File: src/rtl/vga_timing_gen.sv
// vga_timing_gen: two-mode VGA timing generator (640x480@60 / 800x600@72) with mode switch at frame boundaries.
module vga_timing_gen #(
  parameter int CLK_DIV_M0 = 4,
  parameter int CLK_DIV_M1 = 2
) (
  input  logic        clk,
  input  logic        rst,
  input  logic        mode_sel,
  output logic [10:0] h_cnt,
  output logic [10:0] v_cnt,
  output logic        hsync,
  output logic        vsync,
  output logic        visible,
  output logic        pix_en,
  output logic        frame_end,
  output logic [10:0] h_visible,
  output logic [10:0] h_back_porch,
  output logic [10:0] v_visible,
  output logic [10:0] v_back_porch,
  output logic        active_mode
);
  logic [7:0]  dcnt, div;
  logic [10:0] h_sync, h_total, v_sync, v_total;
  logic        h_end, v_end;
  // h_back_porch / v_back_porch are the first visible column / line (sync + back porch)
  always_comb begin
    div          = active_mode ? 8'(CLK_DIV_M1) : 8'(CLK_DIV_M0);
    h_sync       = active_mode ? 11'd120 : 11'd96;
    h_back_porch = active_mode ? 11'd184 : 11'd144;
    h_visible    = active_mode ? 11'd800 : 11'd640;
    h_total      = active_mode ? 11'd1040 : 11'd800;
    v_sync       = active_mode ? 11'd6 : 11'd2;
    v_back_porch = active_mode ? 11'd29 : 11'd35;
    v_visible    = active_mode ? 11'd600 : 11'd480;
    v_total      = active_mode ? 11'd666 : 11'd525;
    pix_en       = dcnt == div - 8'd1;
    h_end        = h_cnt == h_total - 11'd1;
    v_end        = v_cnt == v_total - 11'd1;
    frame_end    = pix_en && h_end && v_end;
    hsync        = (h_cnt < h_sync) ? active_mode : !active_mode;
    vsync        = (v_cnt < v_sync) ? active_mode : !active_mode;
    visible      = h_cnt >= h_back_porch && h_cnt < h_back_porch + h_visible &&
                   v_cnt >= v_back_porch && v_cnt < v_back_porch + v_visible;
  end
  always_ff @(posedge clk) begin
    if (rst) begin
      dcnt        <= '0;
      h_cnt       <= '0;
      v_cnt       <= '0;
      active_mode <= mode_sel;
    end else begin
      dcnt <= pix_en ? 8'd0 : dcnt + 8'd1;
      if (pix_en) begin
        h_cnt <= h_end ? 11'd0 : h_cnt + 11'd1;
        if (h_end) v_cnt <= v_end ? 11'd0 : v_cnt + 11'd1;
      end
      if (frame_end) active_mode <= mode_sel;
    end
  end
endmodule

File: config.mk
export PLATFORM = sky130hd
export DESIGN_NAME = vga_timing_gen
export DESIGN_NICKNAME = d
export VERILOG_FILES = /design/src/rtl/vga_timing_gen.sv
export SDC_FILE = /design/constraint.sdc
export NUM_CORES = 1
export LEC_CHECK = 0
export CORE_ASPECT_RATIO = 1.4
export CORE_MARGIN = 2
export CORE_UTILIZATION = 40
export CTS_CLUSTER_SIZE = 14
export DETAILED_ROUTE_END_ITERATION = 16
export PLACE_DENSITY = 0.77
export SLEW_MARGIN = 20
export SYNTH_ARGS = -nofsm -noshare
export SYNTH_HDL_FRONTEND = slang
export SYNTH_SLANG_ARGS = --single-unit
File: constraint.sdc
create_clock -name clk -period 3.8 [get_ports clk]
set_clock_uncertainty 0.05 [all_clocks]
set_input_delay 0.38 -clock clk [delete_from_list [all_inputs] [get_ports clk]]
set_output_delay 0.38 -clock clk [all_outputs]
set_load 0.01 [all_outputs]
==> results.sh <==
export IMPL_status="finished, final reports clean"
export IMPL_fin_ws_ns=0.389
export IMPL_sw_frac_of_total_pct=31.2
export IMPL_power_frac_clock_pct=30.7
export IMPL_cts_resized=0
export IMPL_die_w_um=70.1
export IMPL_routed_wirelength_um=5760
export IMPL_io_pins=75
export IMPL_dp_slack_ns=0.690
export IMPL_hpwlAfterDp_um=4160
export IMPL_route_detailed_drc=0
export IMPL_clock_path_buffers=2
export IMPL_drt_iter0_drc=222
export IMPL_syn_to_final_growth_pct=15.4
export IMPL_multi_input_area_um2=1510
export IMPL_worst_slew_pin_slew_ns=0.869
export IMPL_drive_gt1_share_pct=6.17
export IMPL_total_power_uw=828
export IMPL_crit_required_ns=3.37
export IMPL_final_cells=394
export IMPL_fmax_mhz=293
export IMPL_synth_avg_cell_area_um2=8.33
export IMPL_track_usage_pct=17.0
export IMPL_synthArstFlopShare_pct=0
export IMPL_period_needed_ns=3.41
export IMPL_relSlewSlack_pct=41.8
export IMPL_final_core_utilization_pct=47.9
export IMPL_cts_setup_buffers=0
export IMPL_endpoint_kind="output pin"
export IMPL_ant_nets=0
export IMPL_setup_violations=0
export IMPL_synth_edf_count=1
export IMPL_regArea_um2=631
export IMPL_synth_compound_area_share_pct=15.0
export IMPL_htreeDepth=2
export IMPL_routedWlPerCell_um=14.6
export IMPL_switchingPower_uw=259
export IMPL_path_class="reg2out"
export IMPL_ys_warn_count=0
export IMPL_power_frac_comb_pct=24.7
export IMPL_first_pass_iters=4
export IMPL_cp_start_kind="register"
export IMPL_final_cell_mix="46 x clkdlybuf4s50_1, 30 x dfxtp_1, 28 x conb_1"
export IMPL_drv_slew=0
export IMPL_p_int_uw=569
export IMPL_num_vias=2199
export IMPL_syn_cell_area_um2=2450
export IMPL_grt_start_max_net_pins=27
export IMPL_fillers=604
export IMPL_placementRows=33
export IMPL_critPathMaxFanout=16
export IMPL_ys_flop_type="dfxtp_1"
export IMPL_synth_cell_types=52
export IMPL_ir_worst_vdd_mv=0.131
export IMPL_synth_seq_cells=31
export IMPL_synth_xor_area_share_pct=4.95
export IMPL_clk_pin_slew_ns=0.07
export IMPL_yosys_area_share_simple_pct=27.9
export IMPL_muxShareOfSynthArea_pct=1.23
export IMPL_power_frac_seq_pct=44.6
export IMPL_fin_tns_setup_ns=0
export IMPL_gp_congestion=0.858
export IMPL_synth_top_family_by_area="simple AND/OR/NAND/NOR gates"
export IMPL_hold_class="reg2reg"
export IMPL_power_per_cell_area_nw_per_um2=293
export IMPL_grt_pass1_vias=1990
export IMPL_cts_made_buffers=5
export IMPL_port_buffers=46
export IMPL_n_antenna_cell=0
export IMPL_rsz0062_at_grt="false"
export IMPL_clock_sinks=31
export IMPL_fin_nets=342
export IMPL_p_leak_nw=1.09
export IMPL_synth_seq_area_share_pct=25.7
export IMPL_viasPerCell=5.58
export IMPL_dp_cells=386
export IMPL_die_h_um=96.6
export IMPL_synthAdderAreaFrac_pct=8.17
export IMPL_synthCells=294
export IMPL_fp_dieArea_um2=6780
export IMPL_cts_hold_buf=0
export IMPL_insertion_delay_ns=0.29
export IMPL_antenna_found_initial=0
export IMPL_grt_pass1_wl_um=9430
export IMPL_initial_core_util_pct=41.5
export IMPL_final_period_utilization_pct=89.8
export IMPL_grt_overflow_total=0
export IMPL_final_hold_viol_count=0
export IMPL_cts_root_buf="clkbuf_8"
export IMPL_coreArea_um2=5900
export IMPL_final_common_cell="clkdlybuf4s50_1"
export IMPL_cts_tree="yes"
export IMPL_worstPathArrival_ns=2.98
export IMPL_drv_cap=0
[registers in the layout, indices dropped and copies added (netlist names)]
name,cells
active_mode,1
v_cnt,11
dcnt,8
h_cnt,11
[worst max-delay path, cell delays in order (launching register included)]
cell and delay [ns]:
edfxtp_1 0.38, inv_1 0.39, ha_1 0.35, a2111oi_0 0.35, o21ai_0 0.15, a32o_1 0.22, nor4_1 0.25, clkdlybuf4s50_1 0.60
[power groups by stage]
stage | logic (mW) | clock network (mW) | registers [mW]
floorplan | 0.155 | 0 | 0.374
global placement | 0.201 | 0 | 0.375
detailed placement | 0.205 | 0 | 0.376
CTS | 0.206 | 0.262 | 0.369
global route | 0.228 | 0.277 | 0.372
finish | 0.204 | 0.254 | 0.370
[cell usage after synthesis, types with 2 or more instances]
cell type | instances | area share, %
nor4b_1 | 2 | 0.72
or4_1 | 6 | 1.8
o21ai_0 | 12 | 2.5
o2111ai_1 | 2 | 0.72
nand3b_1 | 2 | 0.61
nand4_1 | 8 | 2.0
conb_1 | 2 | 0.31
buf_2 | 4 | 0.82
nand3_2 | 2 | 0.82
nor4_1 | 3 | 0.77
a2111oi_0 | 2 | 0.72
clkbuf_1 | 4 | 0.61
or3_1 | 8 | 2.0
nor3_1 | 3 | 0.61
a41o_1 | 2 | 0.82
dfxtp_1 | 30 | 25
and3_1 | 8 | 2.0
xor2_1 | 7 | 2.5
nor2b_1 | 5 | 1.3
inv_1 | 14 | 2.1
nand3_1 | 20 | 4.1
nor2_1 | 23 | 3.5
o211ai_1 | 7 | 2.1
a311oi_1 | 2 | 0.72
ha_1 | 16 | 8.2
and4bb_2 | 4 | 2.0
o31ai_1 | 4 | 1.2
a21oi_1 | 10 | 2.0
nand2_1 | 7 | 1.1
xnor2_1 | 5 | 1.8
nand2b_1 | 5 | 1.3
mux2i_1 | 3 | 1.2
buf_4 | 43 | 13
[metrics by stage]
stage | hold WS, ns | instance area (um2)
CTS | 0.445 | 2830
global route | 0.467 | 2830
global placement | 0.416 | 2750
detailed placement | 0.424 | 2750
finish | 0.438 | 2830
floorplan | 0.394 | 2550
[final timing paths]
check / from / endpoint / slack (ns) / cells past startpoint
worst max-delay path: active_mode$_DFFE_PP_ / visible / 0.39 / 7
worst min-delay path: dcnt[0]$_SDFF_PP0_ / dcnt[0]$_SDFF_PP0_ / 0.44 / 1
worst max register to register: active_mode$_DFFE_PP_ / v_cnt[8]$_SDFFE_PP0P_ / 1.18 / 6
worst min register to register: dcnt[0]$_SDFF_PP0_ / dcnt[0]$_SDFF_PP0_ / 0.44 / 1
[logic make-up (layout without fill, tap and decap cells)]
| group | Yosys count | count (layout) |
|---|---|---|
| AO/OA/AOI/OAI | 51 | 51 |
| XOR/XNOR | 13 | 13 |
| adder cells (fa/ha/maj) | 16 | 16 |
| buffers and inverters | 65 | 69 |
| flip-flops | 31 | 31 |
| multiplexers | 3 | 3 |
| other | 2 | 28 |
| AND/OR/NAND/NOR | 113 | 113 |
[per-layer routing]
layer / up-vias / global-route usage (%) / wire [um]
met4: 0 / 7.69 / 85
met1: 1039 / 20.4 / 2390
met5: - / 0 / 0
li1: 1070 / - / -
met2: 81 / 29.9 / 2980
met3: 9 / 2.90 / 316
[layout make-up]
type,instances,area share [%]
tap,70,3.10
clock inverter,1,0.177
timing repair buffer,47,16.6
sequential,31,22.3
multi-input combinational,224,53.3
clock buffer,7,2.70
inverter,14,1.86
No activity file was read; power rests on OpenSTA's default activity.
